## src/rtl/pc_ir_unit.sv

```systemverilog
// pc_ir_unit: front-end register stage of the multicycle datapath.
// Holds PC, IR, ALUOut and MDR, and decodes the IR fields for the controller.
// Also keeps a fetched-instruction counter and a sticky misaligned-PC debug flag.
module pc_ir_unit #(
   parameter int                 DATA_W   = 32,
   parameter logic [DATA_W-1:0]  RESET_PC = '0,
   parameter int                 CNT_W    = 16
) (
   input  logic              clk,
   input  logic              reset,
   input  logic              PCWrite,
   input  logic              PCWriteCond,
   input  logic [1:0]        PCSource,
   input  logic              IRWrite,
   input  logic              Zero,
   input  logic [DATA_W-1:0] ALUResult,
   input  logic [DATA_W-1:0] MemData,
   output logic [DATA_W-1:0] PC,
   output logic [DATA_W-1:0] IR,
   output logic [5:0]        Opcode,
   output logic [4:0]        Rs,
   output logic [4:0]        Rt,
   output logic [4:0]        Rd,
   output logic [DATA_W-1:0] Imm,
   output logic [DATA_W-1:0] ALUOut,
   output logic [DATA_W-1:0] MDR,
   output logic [CNT_W-1:0]  instr_count,
   output logic              misalign_err
);

   typedef enum logic [1:0] {
      SRC_ALU_RESULT = 2'b00,
      SRC_ALU_OUT    = 2'b01,
      SRC_JUMP       = 2'b10,
      SRC_RESERVED   = 2'b11
   } pc_src_e;

   logic [DATA_W-1:0] pc_target;
   logic              pc_load;
   logic              fetch;

   // Select the next-PC candidate and decide whether PC loads this cycle.
   always_comb begin
      // NOTE: every signal assigned here gets a default first, so no path leaves it
      // unassigned and no latch is inferred.
      pc_target = PC;
      pc_load   = PCWrite | (PCWriteCond & Zero);
      unique case (pc_src_e'(PCSource))
         SRC_ALU_RESULT: pc_target = ALUResult;
         SRC_ALU_OUT:    pc_target = ALUOut;
         // Jump uses PC and IR as they stand before the edge.
         SRC_JUMP:       pc_target = {PC[DATA_W-1:28], IR[25:0], 2'b00};
         SRC_RESERVED:   pc_load   = 1'b0;
      endcase
   end

   // A fetch cycle is the only one that retires an instruction.
   assign fetch = IRWrite & PCWrite & (PCSource == SRC_ALU_RESULT);

   // PC register: loads the word-aligned target; misaligned loads set a sticky flag.
   always_ff @(posedge clk or negedge reset) begin
      if (!reset) begin
         PC           <= RESET_PC;
         misalign_err <= 1'b0;
      end else if (pc_load) begin
         // NOTE: sequential state uses non-blocking assignments so every register
         // samples pre-edge values, which is what lets IR and PC update together.
         PC <= {pc_target[DATA_W-1:2], 2'b00};
         if (pc_target[1:0] != 2'b00)
            misalign_err <= 1'b1;
      end
   end

   // Instruction register: captures memory data when the controller strobes IRWrite.
   always_ff @(posedge clk or negedge reset) begin
      if (!reset)
         IR <= '0;
      else if (IRWrite)
         IR <= MemData;
   end

   // ALUOut and MDR are free-running one-cycle pipeline registers.
   always_ff @(posedge clk or negedge reset) begin
      if (!reset) begin
         ALUOut <= '0;
         MDR    <= '0;
      end else begin
         ALUOut <= ALUResult;
         MDR    <= MemData;
      end
   end

   // Retired-instruction counter; wraps naturally at 2^CNT_W.
   always_ff @(posedge clk or negedge reset) begin
      if (!reset)
         instr_count <= '0;
      else if (fetch)
         instr_count <= instr_count + 1'b1;
   end

   // Instruction field decode, straight from IR.
   assign Opcode = IR[31:26];
   assign Rs     = IR[25:21];
   assign Rt     = IR[20:16];
   assign Rd     = IR[15:11];
   assign Imm    = {{(DATA_W-16){IR[15]}}, IR[15:0]};

endmodule

```

## config.mk

```make
export PLATFORM = sky130hd
export DESIGN_NAME = pc_ir_unit
export DESIGN_NICKNAME = d
export VERILOG_FILES = /design/src/rtl/pc_ir_unit.sv
export SDC_FILE = /design/constraint.sdc
export NUM_CORES = 1
export LEC_CHECK = 0
export CORE_ASPECT_RATIO = 0.9
export CORE_MARGIN = 10
export CORE_UTILIZATION = 64
export CTS_CLUSTER_SIZE = 12
export DETAILED_ROUTE_END_ITERATION = 8
export DONT_BUFFER_PORTS = 1
export GPL_TIMING_DRIVEN = 0
export PLACE_DENSITY = 0.83
export SLEW_MARGIN = 40
export SYNTH_ARGS = -nofsm -noshare
export SYNTH_HDL_FRONTEND = slang
export SYNTH_SLANG_ARGS = --single-unit
```

## constraint.sdc

```tcl
create_clock -name clk -period 2.1 [get_ports clk]
set_input_delay 0.315 -clock clk [delete_from_list [all_inputs] [get_ports clk]]
set_output_delay 0.315 -clock clk [all_outputs]
set_load 0.05 [all_outputs]
```

==> summary.txt <==
Status
  • Status: complete, but fails checks
  • Failing checks: negative hold slack

Placement
  • HPWL Detailed: 11800 um
  • Placer Congestion: 0.801
  • # port buffers: 0
  • DP Area: 5810 sq um

Timing
  • Worst hold slack: -0.511 ns
  • Final Hold Vio Count: 143
  • Period minus WS final: 2.02 ns
  • Setup Skew: 0.0131 ns
  • Worst slew pin tran: ~0.65 ns
  • Setup TNS: 0 ns
  • Slew HR: 56.7%
  • Endpoints failing setup: 0
  • Slew Viols, Final: 0
  • Crit share post-route: between 90 and 100%
  • Max Fclk: 495 MHz
  • Unrepaired setup endpoints after global routing: no

Final layout
  • Area grow syn2layout: 24.8%
  • Diodes inserted: 0
  • Layout cells sized above 1: between 20% and 30%
  • Final Core Density: 81.9%
  • Nets@finish: 604
  • Filler cell count: 462
  • Final Cell Area: 7050 sq um

Global route
  • First-pass GRT wire length: about 27000 um
  • Total gr overflow: 0
  • Antenna violations before repair: 0
  • Pin count of the biggest net entering global routing: 144
  • Number of global-route vias before repair: about 4300
  • GRT Total Usage: 27.4%

Critical path
  • Element type at the critical path end: register
  • Arrival time worst endpoint: 2.44 ns
  • Crit Path Category: reg2reg
  • Critical-path maximum fanout: 5
  • Startpoint Class: register
  • Worst Path Required: between 2 and 3 ns

Clock network
  • Clk Latency, worst-skew pair: 0.52 ns
  • Htree depth: 4
  • CTS tree: yes
  • Total CTS buffers: 17
  • Post-CTS Setup Inserts: 0
  • Root Buffer: clkbuf_8
  • Post-cts hold buffer count: 64
  • Reg clk slew, reported paths: 0.07 ns
  • Clk buf depth: 2
  • Clock sink count: 143

Die
  • Die Area: around 13000 sq um
  • Chip width: 119 um
  • Initial cell density of the core: 65.7%
  • Core Box Area: 8610 sq um
  • Ports: 270
  • Row cnt: 32
  • Die H: around 110 um

Drt
  • 1st-pass router iterations: 4
  • Detailed Route Iter0 Violations: 392
  • DRC: 0
  • Via density: between 5 and 6
  • WL final: 18000 um
  • Final ANT Viol Nets: 0
  • Via count: 3897
  • Post-DR wirelength/cell: 27.2 um

Logic synthesis
  • Sequential share of the synthesized area: 63.3%
  • Synth Instances: between 400 and 500
  • Ys async rst share: 100%
  • Mapped Area: 5650 sq um
  • Synth Register Bits: 143
  • Count of cell types in the netlist: 32
  • Ys flop type: dfrtp_1
  • Synthesized area per cell: approximately 13 sq um
  • Synth warn: 0
  • EDFF count, synth: 0

Worst hold path
  • Tightest Hold Check Type: in2async

Power
  • Pwr Density: 1180 nW/um^2
  • Peak VDD IR: 0.00102 V
  • Pleak: 0.00326 uW
  • Total Power: around 8300 uW

Job
  • Max cap viols: 0
-- sequential cells by signal, summed over array words and instances (netlist names) --
signal	cells
ALUOut	32
IR	32
MDR	32
PC	30
instr_count	16
misalign_err	1
-- synth_stat cells, types with 2 or more instances --
cell	n	area share [%]
nand3_1	4	0.35
clkbuf_2	2	0.18
nand4_1	3	0.33
nor2_1	33	2.2
o31ai_1	4	0.53
nor3_2	3	0.53
xnor2_1	6	0.93
xor2_1	9	1.4
inv_1	2	0.13
o21ai_0	30	2.7
a21oi_1	27	2.4
clkbuf_1	3	0.20
mux2i_1	30	5.3
nand2_1	30	2.0
dfrtp_1	143	63
buf_4	56	7.4
mux2_2	33	6.6
buf_2	15	1.3
-- placed cells by master (no fill, tap or decap), types with 5 or more instances in the layout --
cell / synthesis / final
a21oi_1: 27 / 27
buf_2: 15 / 15
buf_4: 56 / 56
clkbuf_1: 3 / 5
clkbuf_16: 0 / 16
clkinvlp_4: 0 / 5
dfrtp_1: 143 / 141
dlygate4sd3_1: 0 / 64
mux2_2: 33 / 33
mux2i_1: 30 / 30
nand2_1: 30 / 30
nor2_1: 33 / 33
o21ai_0: 30 / 30
xnor2_1: 6 / 6
xor2_1: 9 / 9
-- metal layers --
layer | track usage, % | wire [um] | vias to the layer above
met2 | 48.3 | 9470 | 270
met5 | 0 | 0 | -
li1 | - | - | 1619
met3 | 14.0 | 2410 | 31
met4 | 9.67 | 299 | 0
met1 | 27.7 | 5860 | 1977
-- path summary, 6_finish.rpt --
path / startpoint / endpoint / slack, ns / cells past startpoint
max reg2reg: instr_count[6] / instr_count[15] / 0.08 / 4
min: reset / instr_count[7] / -0.51 / 0
max in group asynchronous: reset / PC[5] / 2.43 / 0
min in group clk: ALUResult[30] / PC[30] / 0.04 / 2
max: instr_count[6] / instr_count[15] / 0.08 / 4
min reg2reg: instr_count[5] / instr_count[5] / 0.75 / 1
-- power breakdown --
group	total [uW]	internal, uW	switching, uW
Sequential	4140	2980	1160
Clock	3120	1930	1190
Combinational	1070	390	681
Total	8340	5300	3040
-- kinds of logic (layout without fill, tap and decap cells) --
kind of cell | Yosys count | in the layout | share of synthesized area [%]
AO/OA/AOI/OAI | 63 | 63 | 5.87
XOR/XNOR | 15 | 15 | 2.32
adder cells (fa/ha/maj) | 1 | 1 | 0.221
buffers and inverters | 79 | 174 | 9.34
flip-flops | 143 | 143 | 63.3
multiplexers | 63 | 63 | 11.9
other | 1 | 2 | 0.0663
AND/OR/NAND/NOR | 82 | 82 | 6.99
-- worst max-delay path: stages, from the launching register on --
cell	delay [ns]
dfrtp_1	0.72
and4_1	0.38
nand4_1	0.29
nor3_2	0.32
xor2_1	0.22
-- stage by stage --
step / instances / setup WS, ns / hold WS [ns]
6_report: 662 / 0.0795 / -0.511
5_1_grt: 662 / 0.0260 / -0.529
4_1_cts: 662 / 0.161 / -0.526
3_5_place_dp: 567 / 0.258 / 0.0254
3_3_place_gp: 567 / 0.278 / 0.0252
2_1_floorplan: 448 / 0.423 / 0.0194
-- cell type report --
type / count / area, sq um / share of cell area [%]
clock inverters: 12 / 184 / 2.61
plain buffers: 77 / 520 / 7.38
inverters: 2 / 7.51 / 0.106
repair buffers: 64 / 641 / 9.08
clock buffers: 19 / 422 / 5.98
multi-input cells: 226 / 1550 / 22.0
flip-flops and latches: 143 / 3580 / 50.8
well taps: 119 / 149 / 2.11
-- what timing repair did --
item,in CTS,in global routing
resized for setup,0,1
endpoints found under the hold margin,239,143
setup endpoints to repair,0,1
Note: power is estimated with default switching activity, not from simulation.
